[src/rtl/eth_rx_hdr_filter.sv]
// eth_rx_hdr_filter
// Receives 8-bit AXI-Stream Ethernet frames, strips the 14-byte Ethernet II
// header, filters on destination MAC and forwards the payload as a new 8-bit
// stream. Accepted headers are presented on a valid/ready sideband.
//
// Handshake semantics (all three interfaces): a transfer happens on a rising
// clk edge where valid and ready are both high. A source never drops valid or
// changes its payload while valid is high and ready is low. hdr_valid obeys
// this rule: once raised, it and the header fields hold until hdr_ready.
//
// Frame flow:
//   HDR     : rx always ready; bytes 0..13 shifted into the header registers.
//             tlast on any of them -> truncated frame, stay in HDR.
//             Byte 13 without tlast -> filter decision.
//   HDR_OUT : header offered on hdr_valid; rx stalled until hdr_ready.
//   PAYLOAD : combinational pass-through with full backpressure.
//   DROP    : rx always ready, beats discarded until tlast.

module eth_rx_hdr_filter #(
    parameter bit ENABLE_FILTER       = 1'b1,
    parameter bit ACCEPT_BROADCAST    = 1'b1,
    parameter bit ACCEPT_MULTICAST    = 1'b0,
    parameter int RX_TDATA_WIDTH      = 8,
    parameter int PAYLOAD_TDATA_WIDTH = 8
) (
    input  logic                           clk,
    input  logic                           reset,
    input  logic [47:0]                    local_mac,

    input  logic [RX_TDATA_WIDTH-1:0]      rx_tdata,
    input  logic                           rx_tvalid,
    output logic                           rx_tready,
    input  logic                           rx_tlast,
    input  logic                           rx_tuser,

    output logic [PAYLOAD_TDATA_WIDTH-1:0] payload_tdata,
    output logic                           payload_tvalid,
    input  logic                           payload_tready,
    output logic                           payload_tlast,
    output logic                           payload_tuser,

    output logic                           hdr_valid,
    input  logic                           hdr_ready,
    output logic [47:0]                    hdr_dest_mac,
    output logic [47:0]                    hdr_src_mac,
    output logic [15:0]                    hdr_ethertype,

    output logic                           stat_frame_dropped,
    output logic                           stat_hdr_truncated,

    output logic [1:0]                     fsm_state
);

    // Both streams are byte-wide; any other width is a configuration error.
    if (RX_TDATA_WIDTH != 8 || PAYLOAD_TDATA_WIDTH != 8) begin : g_width_error
        $error("eth_rx_hdr_filter: both AXI-Stream TDATA widths must be 8");
    end

    typedef enum logic [1:0] {
        HDR     = 2'd0,
        HDR_OUT = 2'd1,
        PAYLOAD = 2'd2,
        DROP    = 2'd3
    } state_t;

    localparam logic [3:0]  LAST_HDR_BYTE = 4'd13;
    localparam logic [47:0] BCAST_MAC     = 48'hFFFF_FFFF_FFFF;

    state_t     state;
    logic [3:0] byte_cnt;

    logic       rx_beat;
    logic       dest_is_bcast;
    logic       dest_is_local;
    logic       dest_is_group;
    logic       filter_accept;

    assign fsm_state = state;
    assign rx_beat   = rx_tvalid & rx_tready;

    // Destination classification. The filter is evaluated on the beat that
    // carries byte 13; the destination field has been complete since byte 5,
    // so the registered value already holds every in-flight dest byte.
    always_comb begin
        dest_is_bcast = (hdr_dest_mac == BCAST_MAC);
        dest_is_local = (hdr_dest_mac == local_mac);
        dest_is_group = hdr_dest_mac[40] & ~dest_is_bcast;
        filter_accept = ~ENABLE_FILTER
                      | dest_is_local
                      | (ACCEPT_BROADCAST & dest_is_bcast)
                      | (ACCEPT_MULTICAST & dest_is_group);
    end

    // Stream steering: rx ready and the payload pass-through per state.
    // Ready is forced low while reset is asserted.
    always_comb begin
        rx_tready      = 1'b0;
        payload_tvalid = 1'b0;
        payload_tdata  = rx_tdata;
        payload_tlast  = rx_tlast;
        // The bad-frame flag is only meaningful on the closing beat.
        payload_tuser  = rx_tuser & rx_tlast;
        if (!reset) begin
            case (state)
                HDR: begin
                    rx_tready = 1'b1;
                end
                DROP: begin
                    rx_tready = 1'b1;
                end
                PAYLOAD: begin
                    rx_tready      = payload_tready;
                    payload_tvalid = rx_tvalid;
                end
                default: begin
                    rx_tready = 1'b0;
                end
            endcase
        end
    end

    // Frame FSM: header capture, filter decision, header handoff, payload/drop
    // tracking, plus the registered header sideband and statistics pulses.
    always_ff @(posedge clk) begin
        if (reset) begin
            state              <= HDR;
            byte_cnt           <= 4'd0;
            hdr_valid          <= 1'b0;
            hdr_dest_mac       <= 48'd0;
            hdr_src_mac        <= 48'd0;
            hdr_ethertype      <= 16'd0;
            stat_frame_dropped <= 1'b0;
            stat_hdr_truncated <= 1'b0;
        end else begin
            stat_frame_dropped <= 1'b0;
            stat_hdr_truncated <= 1'b0;

            case (state)
                HDR: begin
                    if (rx_beat) begin
                        // Big-endian shift into the field the byte belongs to.
                        if (byte_cnt < 4'd6) begin
                            hdr_dest_mac <= {hdr_dest_mac[39:0], rx_tdata[7:0]};
                        end else if (byte_cnt < 4'd12) begin
                            hdr_src_mac <= {hdr_src_mac[39:0], rx_tdata[7:0]};
                        end else begin
                            hdr_ethertype <= {hdr_ethertype[7:0], rx_tdata[7:0]};
                        end

                        if (rx_tlast) begin
                            // Frame ended inside the header, including a frame
                            // with no payload at all.
                            stat_hdr_truncated <= 1'b1;
                            byte_cnt           <= 4'd0;
                        end else if (byte_cnt == LAST_HDR_BYTE) begin
                            byte_cnt <= 4'd0;
                            if (filter_accept) begin
                                hdr_valid <= 1'b1;
                                state     <= HDR_OUT;
                            end else begin
                                stat_frame_dropped <= 1'b1;
                                state              <= DROP;
                            end
                        end else begin
                            byte_cnt <= byte_cnt + 4'd1;
                        end
                    end
                end

                HDR_OUT: begin
                    if (hdr_ready) begin
                        hdr_valid <= 1'b0;
                        state     <= PAYLOAD;
                    end
                end

                PAYLOAD: begin
                    if (rx_beat && rx_tlast) begin
                        byte_cnt <= 4'd0;
                        state    <= HDR;
                    end
                end

                DROP: begin
                    if (rx_beat && rx_tlast) begin
                        byte_cnt <= 4'd0;
                        state    <= HDR;
                    end
                end

                default: begin
                    state <= HDR;
                end
            endcase
        end
    end

endmodule

[config.mk]
export PLATFORM = sky130hd
export DESIGN_NAME = eth_rx_hdr_filter
export DESIGN_NICKNAME = d
export VERILOG_FILES = /design/src/rtl/eth_rx_hdr_filter.sv
export SDC_FILE = /design/constraint.sdc
export NUM_CORES = 1
export LEC_CHECK = 0
export CAP_MARGIN = 0
export CORE_MARGIN = 4
export CORE_UTILIZATION = 25
export CTS_CLUSTER_SIZE = 25
export DETAILED_ROUTE_END_ITERATION = 12
export PLACE_DENSITY = 0.53
export SLEW_MARGIN = 15
export SYNTH_ARGS = -nofsm -noshare
export SYNTH_HDL_FRONTEND = slang
export SYNTH_SLANG_ARGS = --single-unit
[constraint.sdc]
create_clock -name clk -period 2.8 [get_ports clk]
set_input_delay 0.56 -clock clk [delete_from_list [all_inputs] [get_ports clk]]
set_output_delay 0.56 -clock clk [all_outputs]
set_load 0.02 [all_outputs]
==> metrics.cfg <==
[logic_synthesis]
yosys_register_bits=121
syn_nets=735
synth_seq_area_share_pct=46.27
synthDistinctLibCells=42
synth_edf_count=0
synth_area_um2=5235
synth_ff_type=dfxtp_1
yosysWarnings=0
async_flop_share_pct=0
syn_inst=668
synth_area_per_cell_um2=7.837

[setup_path]
critical_path_buf_inv_count=2
arrival_ps=1970
rr_worst_depth=8
r2r-end=hdr_src_mac[29]$_SDFFE_PP0P_
rr_startpoint=fsm_state[1]$_SDFFE_PP0P_
critical_path_class=reg2out
crit_chain=inv_1 -> ha_1 -> and3_1 -> clkdlybuf4s50_1
slowest_delay_ps=610
crit_path_max_fanout=6
crit_path_start_kind=flip-flop
rrSetupSlack_ps=470
cp_top_family=buffers and inverters
cp.required_ps=2240
endpoint_kind=output pin
critPathSlowestCell=clkdlybuf4s50_1

[floorplanning]
die_w_um=152.7
core-area_um2=20430
start_util_pct=25.62
rows=52
die-area_um2=23320
die_y_um=152.7
ioPinCount=192

[drt]
wirelength_um=20000
drc=0
drt_iter0_markers=340
vias=5247
dr.pass1.iters=5
wl_per_cell_um=17.78
routed_via_density=4.664
drtAntennaViolNets=0

[power]
p_clk_share_pct=46.9
pwr-share-seq_pct=38.3
power_density_nw_per_um2=594.4
power_mw=4.736
p_int_mw=3.414
comb_power_share_pct=14.9
switching_power_mw=1.322
swShare_pct=27.90
p_leak_nw=2.696
ir_worst_vdd_mv=0.3878

[sta]
fin_crit_ps=2527
slew_violations=0
slew_headroom_pct=47.12
worstMarginPinSlew_ps=793.2
layout_setup_ws_ps=273.2
setup_tns_ps=0
clock-skew-final_ps=13.28
finalCritPeriodShare_pct=90.24
holdWs_ps=395.9
finalHoldViolCount=0
setup_viol_count_final=0
rsz0062_at_grt=false
fmax_mhz=395.8

[cells_and_area]
final_net_count=909
fin_area_um2=7968
drive_gt1_share_pct=6.082
final_cell_mix=nand2_1, clkdlybuf4s50_1, dfxtp_1, a21oi_1, xor2_1
fin_cells=1125
antenna_cells=0
final_common_cell=nand2_1
syn2layout_area_growth_pct=52.20
utilization_pct=39.00

[placed_design]
place_hpwl_um=14190
dp.cells=1093
port_buffers=191
pre_cts_ws_ps=197.6
gp_congestion=0.8518
postPlaceCellArea_um2=7368

[worst_hold_path]
hp-class=in2reg
holdPathEnd=byte_cnt[0]$_SDFFE_PP0P_
hp-start=reset
min_path_cells=2

[clocking]
cts_tree=yes
cts_max_level=4
clock_latency_ps=420
clock-sinks=121
path_clk_slew_ps=60
cts_setup_buffers=0
clk_path_buf_depth=2
cts_root_buf=clkbuf_16
cts-buffers-inserted=17

[global_routing]
grt_overflow=0
busiest_layer=met2
use_met2_pct=25.69
grt_max_degree=74
grt_util_met1_pct=23.41
antenna_found_initial=0
grt_pass1_wl_um=31030
grt_pass1_vias=5116
use_met3_pct=4.771
grt_usage_pct=16.87

[outcome]
outcome=finished clean

[run]
maxCapViolCount=0

[area by class of cell]
class,instances,area (um2)
clock buffers,20,456.7
multi-input cells,496,2584
repair buffers,200,2004
well taps,270,337.8
fillers,2126,12460
inverters,6,22.52
flip-flops and latches,121,2424
clock inverters,12,138.9
[repair_timing]
item / 4_1_cts / 5_1_grt
endpoints found under the hold margin: 0 / 0
hold buffers: 0 / 0
gates resized for setup: 1 / 1
setup endpoints to repair: 1 / 1
cloned: 0 / 0
[sequential cells by signal, summed over array words and instances (netlist names)]
register and flops:
hdr_dest_mac 48, hdr_src_mac 48, hdr_ethertype 16, byte_cnt 4
fsm_state 2, hdr_valid 1, stat_frame_dropped 1, stat_hdr_truncated 1
[worst max-delay path by stage]
stage / to / slack (ps) / startpoint / cells after the start
6_report: payload_tvalid / 270 / fsm_state[0]$_SDFFE_PP0P_ / 4
5_1_grt: payload_tvalid / 120 / fsm_state[0]$_SDFFE_PP0P_ / 4
4_1_cts: rx_tready / 6 / fsm_state[0]$_SDFFE_PP0P_ / 5
2_1_floorplan: hdr_dest_mac[28]$_SDFFE_PP0P_ / 520 / fsm_state[1]$_SDFFE_PP0P_ / 9
3_5_place_dp: hdr_src_mac[40]$_SDFFE_PP0P_ / 200 / rx_tvalid / 7
3_3_place_gp: hdr_src_mac[45]$_SDFFE_PP0P_ / 230 / rx_tvalid / 7
[synth_stat cells, types with 2 or more instances]
cell type / n / area (um2)
or3_1: 6 / 37.54
nand3_1: 3 / 15.01
nor3_1: 3 / 15.01
nand4_1: 18 / 112.6
nor2_1: 4 / 15.01
o21ai_0: 5 / 25.02
a21oi_1: 116 / 580.6
buf_4: 9 / 67.56
xor2_1: 48 / 420.4
nand2_1: 231 / 867.1
inv_1: 6 / 22.52
buf_2: 14 / 70.07
and3_1: 2 / 12.51
nor4_1: 27 / 168.9
dfxtp_1: 121 / 2422
nor3b_2: 2 / 25.02
clkbuf_1: 22 / 82.58
ha_1: 4 / 50.05
nor2b_1: 3 / 18.77
a21boi_1: 2 / 15.01
[logic make-up (layout without fill, tap and decap cells)]
logic type               count (synthesis)  after routing  synth area share, %
AND/OR/NAND/NOR                        306            306                25.72
AO/OA/AOI/OAI                          137            137                14.20
flip-flops                             121            121                46.27
buffers and inverters                   51            238                4.637
XOR/XNOR                                48             48                8.031
adder cells (fa/ha/maj)                  4              4               0.9561
multiplexers                             1              1               0.1912
[worst reg2reg max path, stage by stage (launching register included)]
cell,delay [ps]
dfxtp_2,410
inv_1,110
ha_1,280
or3b_4,440
nor2_1,260
nand3_1,140
buf_4,310
nand2_1,150
a21oi_1,70
[per-layer routing]
| metal | share of wire, % | wire (um) |
|---|---|---|
| met1 | 47 | 9344 |
| met2 | 45 | 9021 |
| met3 | 6.6 | 1326 |
| met4 | 1.6 | 311 |
| met5 | 0 | 0 |
[power by group through the flow]
stage	Sequential, mW	Clock (mW)	Combinational [mW]
finish	1.81	2.22	0.705
global route	1.82	2.35	0.785
CTS	1.81	2.27	0.716
detailed placement	1.85	0	0.710
global placement	1.85	0	0.710
floorplan	1.85	0	0.374
(Power assumes the default switching activity.)
